## src/rtl/pc_redirect_ctrl.sv

```systemverilog
// pc_redirect_ctrl: sequences XM23 PC redirects (LR link-back and taken branch).
// Arbitrates the two execute-stage requests, issues a one-cycle PC load and
// holds a flush for FLUSH_CYCLES unstalled cycles. Requests seen while stalled
// are deferred; requests arriving during LOAD/FLUSH belong to squashed work.
// Optional: define REDIRECT_STATS_EN to add saturating per-type redirect counters.
module pc_redirect_ctrl #(
  parameter int unsigned FLUSH_CYCLES = 2,
  parameter int unsigned AW           = 16
) (
  input  logic          clk,
  input  logic          rst,
  input  logic          link_back_i,
  input  logic [AW-1:0] lr_i,
  input  logic          branch_req_i,
  input  logic [AW-1:0] branch_target_i,
  input  logic          stall_i,
  output logic          pc_load_o,
  output logic [AW-1:0] pc_target_o,
  output logic          flush_o,
  output logic          busy_o
`ifdef REDIRECT_STATS_EN
  ,
  output logic [15:0]   link_cnt_o,
  output logic [15:0]   branch_cnt_o
`endif
);

  typedef enum logic [1:0] {IDLE, PEND, LOAD, FLUSH} state_t;

  localparam logic [2:0] CNT_INIT = 3'(FLUSH_CYCLES - 1);

  state_t        state, state_n;
  logic [2:0]    cnt, cnt_n;
  logic [AW-1:0] target_n;
`ifdef REDIRECT_STATS_EN
  logic          is_link, is_link_n;
`endif

  // Next-state, flush counter and target selection.
  always_comb begin
    state_n  = state;
    cnt_n    = cnt;
    target_n = pc_target_o;
`ifdef REDIRECT_STATS_EN
    is_link_n = is_link;
`endif
    case (state)
      IDLE: begin
        if (link_back_i || branch_req_i) begin
          // link-back wins; a simultaneous branch is simply discarded
          target_n = link_back_i ? {lr_i[AW-1:1], 1'b0}
                                 : {branch_target_i[AW-1:1], 1'b0};
`ifdef REDIRECT_STATS_EN
          is_link_n = link_back_i;
`endif
          state_n = stall_i ? PEND : LOAD;
        end
      end
      PEND: begin
        if (!stall_i) state_n = LOAD;
      end
      LOAD: begin
        cnt_n   = CNT_INIT;
        state_n = (FLUSH_CYCLES <= 1) ? IDLE : FLUSH;
      end
      FLUSH: begin
        if (!stall_i) begin
          cnt_n = cnt - 3'd1;
          if (cnt == 3'd1) state_n = IDLE;
        end
      end
      default: state_n = IDLE;
    endcase
  end

  // State register; outputs are registered from the next state so they line
  // up with the state they describe.
  always_ff @(posedge clk) begin
    if (rst) begin
      state       <= IDLE;
      cnt         <= '0;
      pc_target_o <= '0;
      pc_load_o   <= 1'b0;
      flush_o     <= 1'b0;
      busy_o      <= 1'b0;
    end else begin
      state       <= state_n;
      cnt         <= cnt_n;
      pc_target_o <= target_n;
      pc_load_o   <= (state_n == LOAD);
      flush_o     <= (state_n == LOAD) || (state_n == FLUSH);
      busy_o      <= (state_n != IDLE);
    end
  end

`ifdef REDIRECT_STATS_EN
  // Per-type redirect counters, bumped once per serviced redirect, saturating.
  always_ff @(posedge clk) begin
    if (rst) begin
      is_link      <= 1'b0;
      link_cnt_o   <= '0;
      branch_cnt_o <= '0;
    end else begin
      is_link <= is_link_n;
      if (state == LOAD) begin
        if (is_link) begin
          if (link_cnt_o != '1) link_cnt_o <= link_cnt_o + 16'd1;
        end else begin
          if (branch_cnt_o != '1) branch_cnt_o <= branch_cnt_o + 16'd1;
        end
      end
    end
  end
`endif

endmodule

```

## config.mk

```make
export PLATFORM = sky130hd
export DESIGN_NAME = pc_redirect_ctrl
export DESIGN_NICKNAME = d
export VERILOG_FILES = /design/src/rtl/pc_redirect_ctrl.sv
export SDC_FILE = /design/constraint.sdc
export NUM_CORES = 1
export LEC_CHECK = 0
export CAP_MARGIN = 20
export CORE_MARGIN = 10
export CORE_UTILIZATION = 37
export DETAILED_ROUTE_END_ITERATION = 16
export PLACE_DENSITY = 0.87
export SETUP_SLACK_MARGIN = 0.2
export SLEW_MARGIN = 40
export SYNTH_ARGS = -nofsm -noshare
export SYNTH_HDL_FRONTEND = slang
export SYNTH_SLANG_ARGS = --single-unit
```

## constraint.sdc

```tcl
create_clock -name clk -period 1.11 [get_ports clk]
set_input_delay 0.111 -clock clk [delete_from_list [all_inputs] [get_ports clk]]
set_output_delay 0.111 -clock clk [all_outputs]
set_load 0.02 [all_outputs]
```

# ---- Word-level counts from Yosys, hierarchy flattened
# Cells that the tools add are included.
dict set report op_classes {
  n_addsub 1
  reduce_logical 7
  eq_ne 7
  muxes 9
}
# operator count
set op_table {}
lappend op_table {{$mux W16} 1}
lappend op_table {{$mux W2} 5}
lappend op_table {{$eq A2 B2 Y1 const B} 4}
lappend op_table {{$pmux W2 S4} 1}
lappend op_table {{$pmux W3 S2} 1}
lappend op_table {{$reduce_and A2 Y1} 2}
lappend op_table {{$reduce_bool A2 Y1} 2}
lappend op_table {{$eq A3 B1 Y1 const B} 1}
lappend op_table {{$mux W3} 1}
lappend op_table {{$sub A3 B1 Y3 const B} 1}
lappend op_table {{$eq A2 B1 Y1 const B} 1}
lappend op_table {{$logic_not A2 Y1} 1}
lappend op_table {{$logic_or A1 B1 Y1} 2}
lappend op_table {{$ne A2 B2 Y1 const B} 1}
dict set report word_totals {
  reg_bits 24
}

# ---- Depth between registers and ports, before layout
dict set report depth {
  depth_word 6
  depth_mapped 6
}

# ---- Least setup slack after synthesis
# No wires, ideal clock.
dict set report synth_path {
  path_type {reg2reg}
  startpoint {reg state[0]}
  endpoint {reg pc_target_o[10]}
  period_less_slack_ns 1.192
  stages_incl_launch_ff 5
  required_time_ns 0.966
  arrival_time_ns 1.048
  setup_slack_ns -0.082
  cell_sequence {dfxtp_1 buf_4 nor3_2 buf_4 a211oi_2}
}
dict set report synth_via {
  elab_chain_cells 2
}
# element line
set synth_lines {}
lappend synth_lines {{start: declaration} 32} ;# state_t state, state_n;
lappend synth_lines {{start signal: assignment} 87} ;# state <= state_n;
lappend synth_lines {{$logic_not A2 Y1} 47} ;# case (state)
lappend synth_lines {{$reduce_and A2 Y1 (no line)} --}
lappend synth_lines {{end signal: assignment} 89} ;# pc_target_o <= target_n;
lappend synth_lines {{end: declaration} 18} ;# output logic [AW-1:0] pc_target_o,
# No other way between the ends.
# A chain may end at the register's enable or synchronous reset.

# ---- Worst setup path in the final report
dict set report layout_path {
  startpoint {reg cnt[0]}
  endpoint {reg cnt[2]}
}
dict set report layout_via {
  elab_chain_cells 3
}
# element line
set layout_lines {}
lappend layout_lines {{start: declaration} 33} ;# logic [2:0] cnt, cnt_n;
lappend layout_lines {{start signal: assignment} 88} ;# cnt <= cnt_n;
lappend layout_lines {{$sub A3 B1 Y3} 68} ;# cnt_n = cnt - 3'd1;
lappend layout_lines {{$mux W3} 67} ;# if (!stall_i) begin
lappend layout_lines {{$pmux W3 S2} 47}
# No other way between the ends. The select of a mux whose other input is x is not followed.

==> flow_summary.yaml <==
cells_and_area:
  multi_input_area_um2: 771
  finalNonFillerCells: 234
  design_area_um2: 2210
  drive_gt1_share_pct: 65.3
  regArea_um2: 493
  nets: 230
  n_fill_cell: 225
  final_util_pct: 71.8
  area_growth_syn_to_layout_pct: 84.5
  diodes: 0
pwr:
  power_frac_comb_pct: 41.5
  seqPwrFrac_pct: 41.8
  cellLeakagePower_nw: 0.891
  p_int_mw: 1.61
  p_clk_share_pct: 16.7
  swShare_pct: 31.8
  power_density_nw_per_um2: 1070
  p_switching_mw: 0.753
  vdd_drop_max_uv: 599
floorplan:
  coreArea_um2: 3080
  die-area_um2: 5910
  rows: 20
  ioPinCount: 56
  start_util_pct: 38.9
  fp.dieW_um: 76.9
  dieHeight_um: 76.9
min_path:
  holdCritStartpoint: "branch_req_i"
  worstHoldEndpoint: "pc_load_o$_SDFF_PP0_"
  whs_path_depth: 4
  min_path_type: "in -> reg"
timing:
  clock_skew_ns: 0.00949
  period_minus_slack_ns: 1.20
  rsz0062_at_grt: "yes"
  setup_violations: 2
  max_freq_mhz: 831
  setup_ws_ns: -0.0930
  slew_viol_final: 0
  finalCritPeriodShare_pct: 108
  hold_viol: 0
synthesis:
  synth.distinct_cells: 32
  synth-seq-area-share_pct: 38.5
  ys_top_cells_by_area: "dfxtp_1 38%, mux2i_1 13%, a211oi_2 10%"
  synth.avg_cell_area_um2: 10.8
  yosysMostFrequentCell: "dfxtp_1"
  syn_area_um2: 1200
  synthFlopType: "dfxtp_1"
  synth.top_cell.area_share_pct: 38.5
  ys_ff_latch: 23
  yosys.area.top_type: "dfxtp_1"
  synth_warnings: 0
  synth_edf_count: 0
  synthArstFlopShare_pct: 0
  synth_nets: 150
  synth_common_cells: "23 x dfxtp_1, 15 x mux2i_1, 10 x a211oi_2, 10 x a21oi_2, 7 x a21oi_1"
  synth_cells: 111
worst_setup_path:
  cp_slowest_cell: "or4_4"
  end_kind: "flip-flop"
  path_buf_inv: 1
  arrival_ns: 1.44
  crit_path_start: "cnt[0]$_SDFFE_PP0P_"
  r2r-end: "cnt[2]$_SDFFE_PP0P_"
  r2r-start: "cnt[0]$_SDFFE_PP0P_"
  path_cells: "inv_2 > ha_4 > nand2b_4 > or4_4 > o31ai_2"
  critPathLaunchType: "flip-flop"
  path_delay_family: "simple AND/OR/NAND/NOR gates"
  crit_type: "reg -> reg"
  reg2reg_setup_slack_ns: -0.09
  reg2reg_depth: 5
  max_stage_delay_ns: 0.41
  required_ns: 1.35
  worst-path-max-fanout: 3
cts:
  clock_latency_ns: 0.32
  cts_htree_levels: 1
  tritoncts: "done"
  cts_made_buffers: 3
  clock_sinks: 23
  cts_buffer_depth: 2
  cts-root-buf: "clkbuf_4"
  cts.clk_slew.worst_paths_ns: 0.13
routing:
  firstDrtPassIters: 4
  drcViolationCount: 0
  wire_per_inst_um: 16.9
  ant_nets: 0
  drt-initial-drc-count: 36
  vias_per_cell: 4.97
  vias: 1164
  routed_wl_um: 3950
placement:
  port_buffers: 52
  place.gp.congestion: 0.775
  dp.cells: 214
  postPlaceCellArea_um2: 1840
  hpwl_um: 2800
global_routing:
  grt_pass1_vias: 1248
  grt_max_degree: 16
  grt_antenna_before_repair: 0
  overflow: 0
  grtUsageTotal_pct: 12.5
  grt_first_pass_wirelength_um: 6220
status:
  status: "complete, but fails checks"
  violations: "negative setup slack"
run:
  cap_violations: 0
[worst max-delay path by stage]
stage | endpoint | cells after the start
after floorplan | cnt[2]$_SDFFE_PP0P_ | 4
after global placement | pc_target_o[12]$_SDFFE_PP0P_ | 4
after detailed placement | pc_target_o[1]$_SDFFE_PP0P_ | 5
after CTS | cnt[2]$_SDFFE_PP0P_ | 5
after global routing | cnt[2]$_SDFFE_PP0P_ | 5
final | cnt[2]$_SDFFE_PP0P_ | 5
[stage by stage]
step | setup slack, ns | TNS, ns | hold slack [ns] | power, mW
CTS | -0.0750 | -0.0954 | 0.409 | 2.22
global placement | -0.313 | -5.43 | 0.469 | 1.71
floorplan | -0.00173 | -0.00173 | 0.190 | 1.38
finish | -0.0930 | -0.0955 | 0.406 | 2.36
global route | -0.145 | -0.781 | 0.424 | 2.48
detailed placement | -0.386 | -6.34 | 0.492 | 1.74
[area by class of cell]
type                    instances  area share (%)
inverters                       3           0.510
well taps                      44            2.49
flip-flops and latches         23            22.3
clock buffers                   4            1.19
multi-input cells              74            34.9
repair buffers                 86            38.6
[kinds of logic after synthesis]
group / synth area share (%)
other cells: 0.313
mux: 12.5
compound gates: 30.3
simple gates: 7.52
fa+ha+maj: 2.09
buf+inv: 8.78
flops: 38.5
[flip-flops by register name, indices dropped and copies added, names as in the netlist]
signal	flops
pc_target_o	15
state	2
cnt	3
flush_o	1
busy_o	1
pc_load_o	1
[cells in the final DEF, fill, tap and decap left out, types with 2 or more instances in the layout]
cell type,count
a211oi_2,15
a21oi_2,16
buf_4,21
buf_6,30
clkbuf_4,3
clkdlybuf4s50_1,32
dfxtp_2,20
dfxtp_4,2
dlygate4sd2_1,2
inv_2,2
mux2i_1,15
nor2_1,2
nor2_2,2
nor3_4,2
o21a_1,2
[metal layers]
| metal | routed length (um) | GRT usage (%) | vias up |
|---|---|---|---|
| met5 | 0 | 0 | - |
| met4 | 65 | 6.13 | 0 |
| met3 | 199 | 2.10 | 4 |
| met2 | 1800 | 20.5 | 51 |
| met1 | 1890 | 15.3 | 541 |
| li1 | - | - | 568 |
[worst register-to-register path, stage by stage (launching register included)]
cell      delay [ns]
dfxtp_2         0.36
inv_2           0.08
ha_4            0.15
nand2b_4        0.05
or4_4           0.41
o31ai_2         0.08
[power groups by stage]
stage	Sequential (mW)	Combinational, mW	Clock, mW
6_report	0.989	0.980	0.394
5_1_grt	1.00	1.04	0.441
4_1_cts	0.975	0.854	0.386
3_5_place_dp	0.981	0.755	0
3_3_place_gp	0.978	0.731	0
2_1_floorplan	1.05	0.333	0
[what timing repair did]
item / 4_1_cts / 5_1_grt
buffers inserted: 11 / 5
pin swaps: 8 / 13
endpoints found under the setup margin: 41 / 41
hold buffers: 0 / 0
resized for setup: 131 / 41
Power figures use the tool's default switching activity.
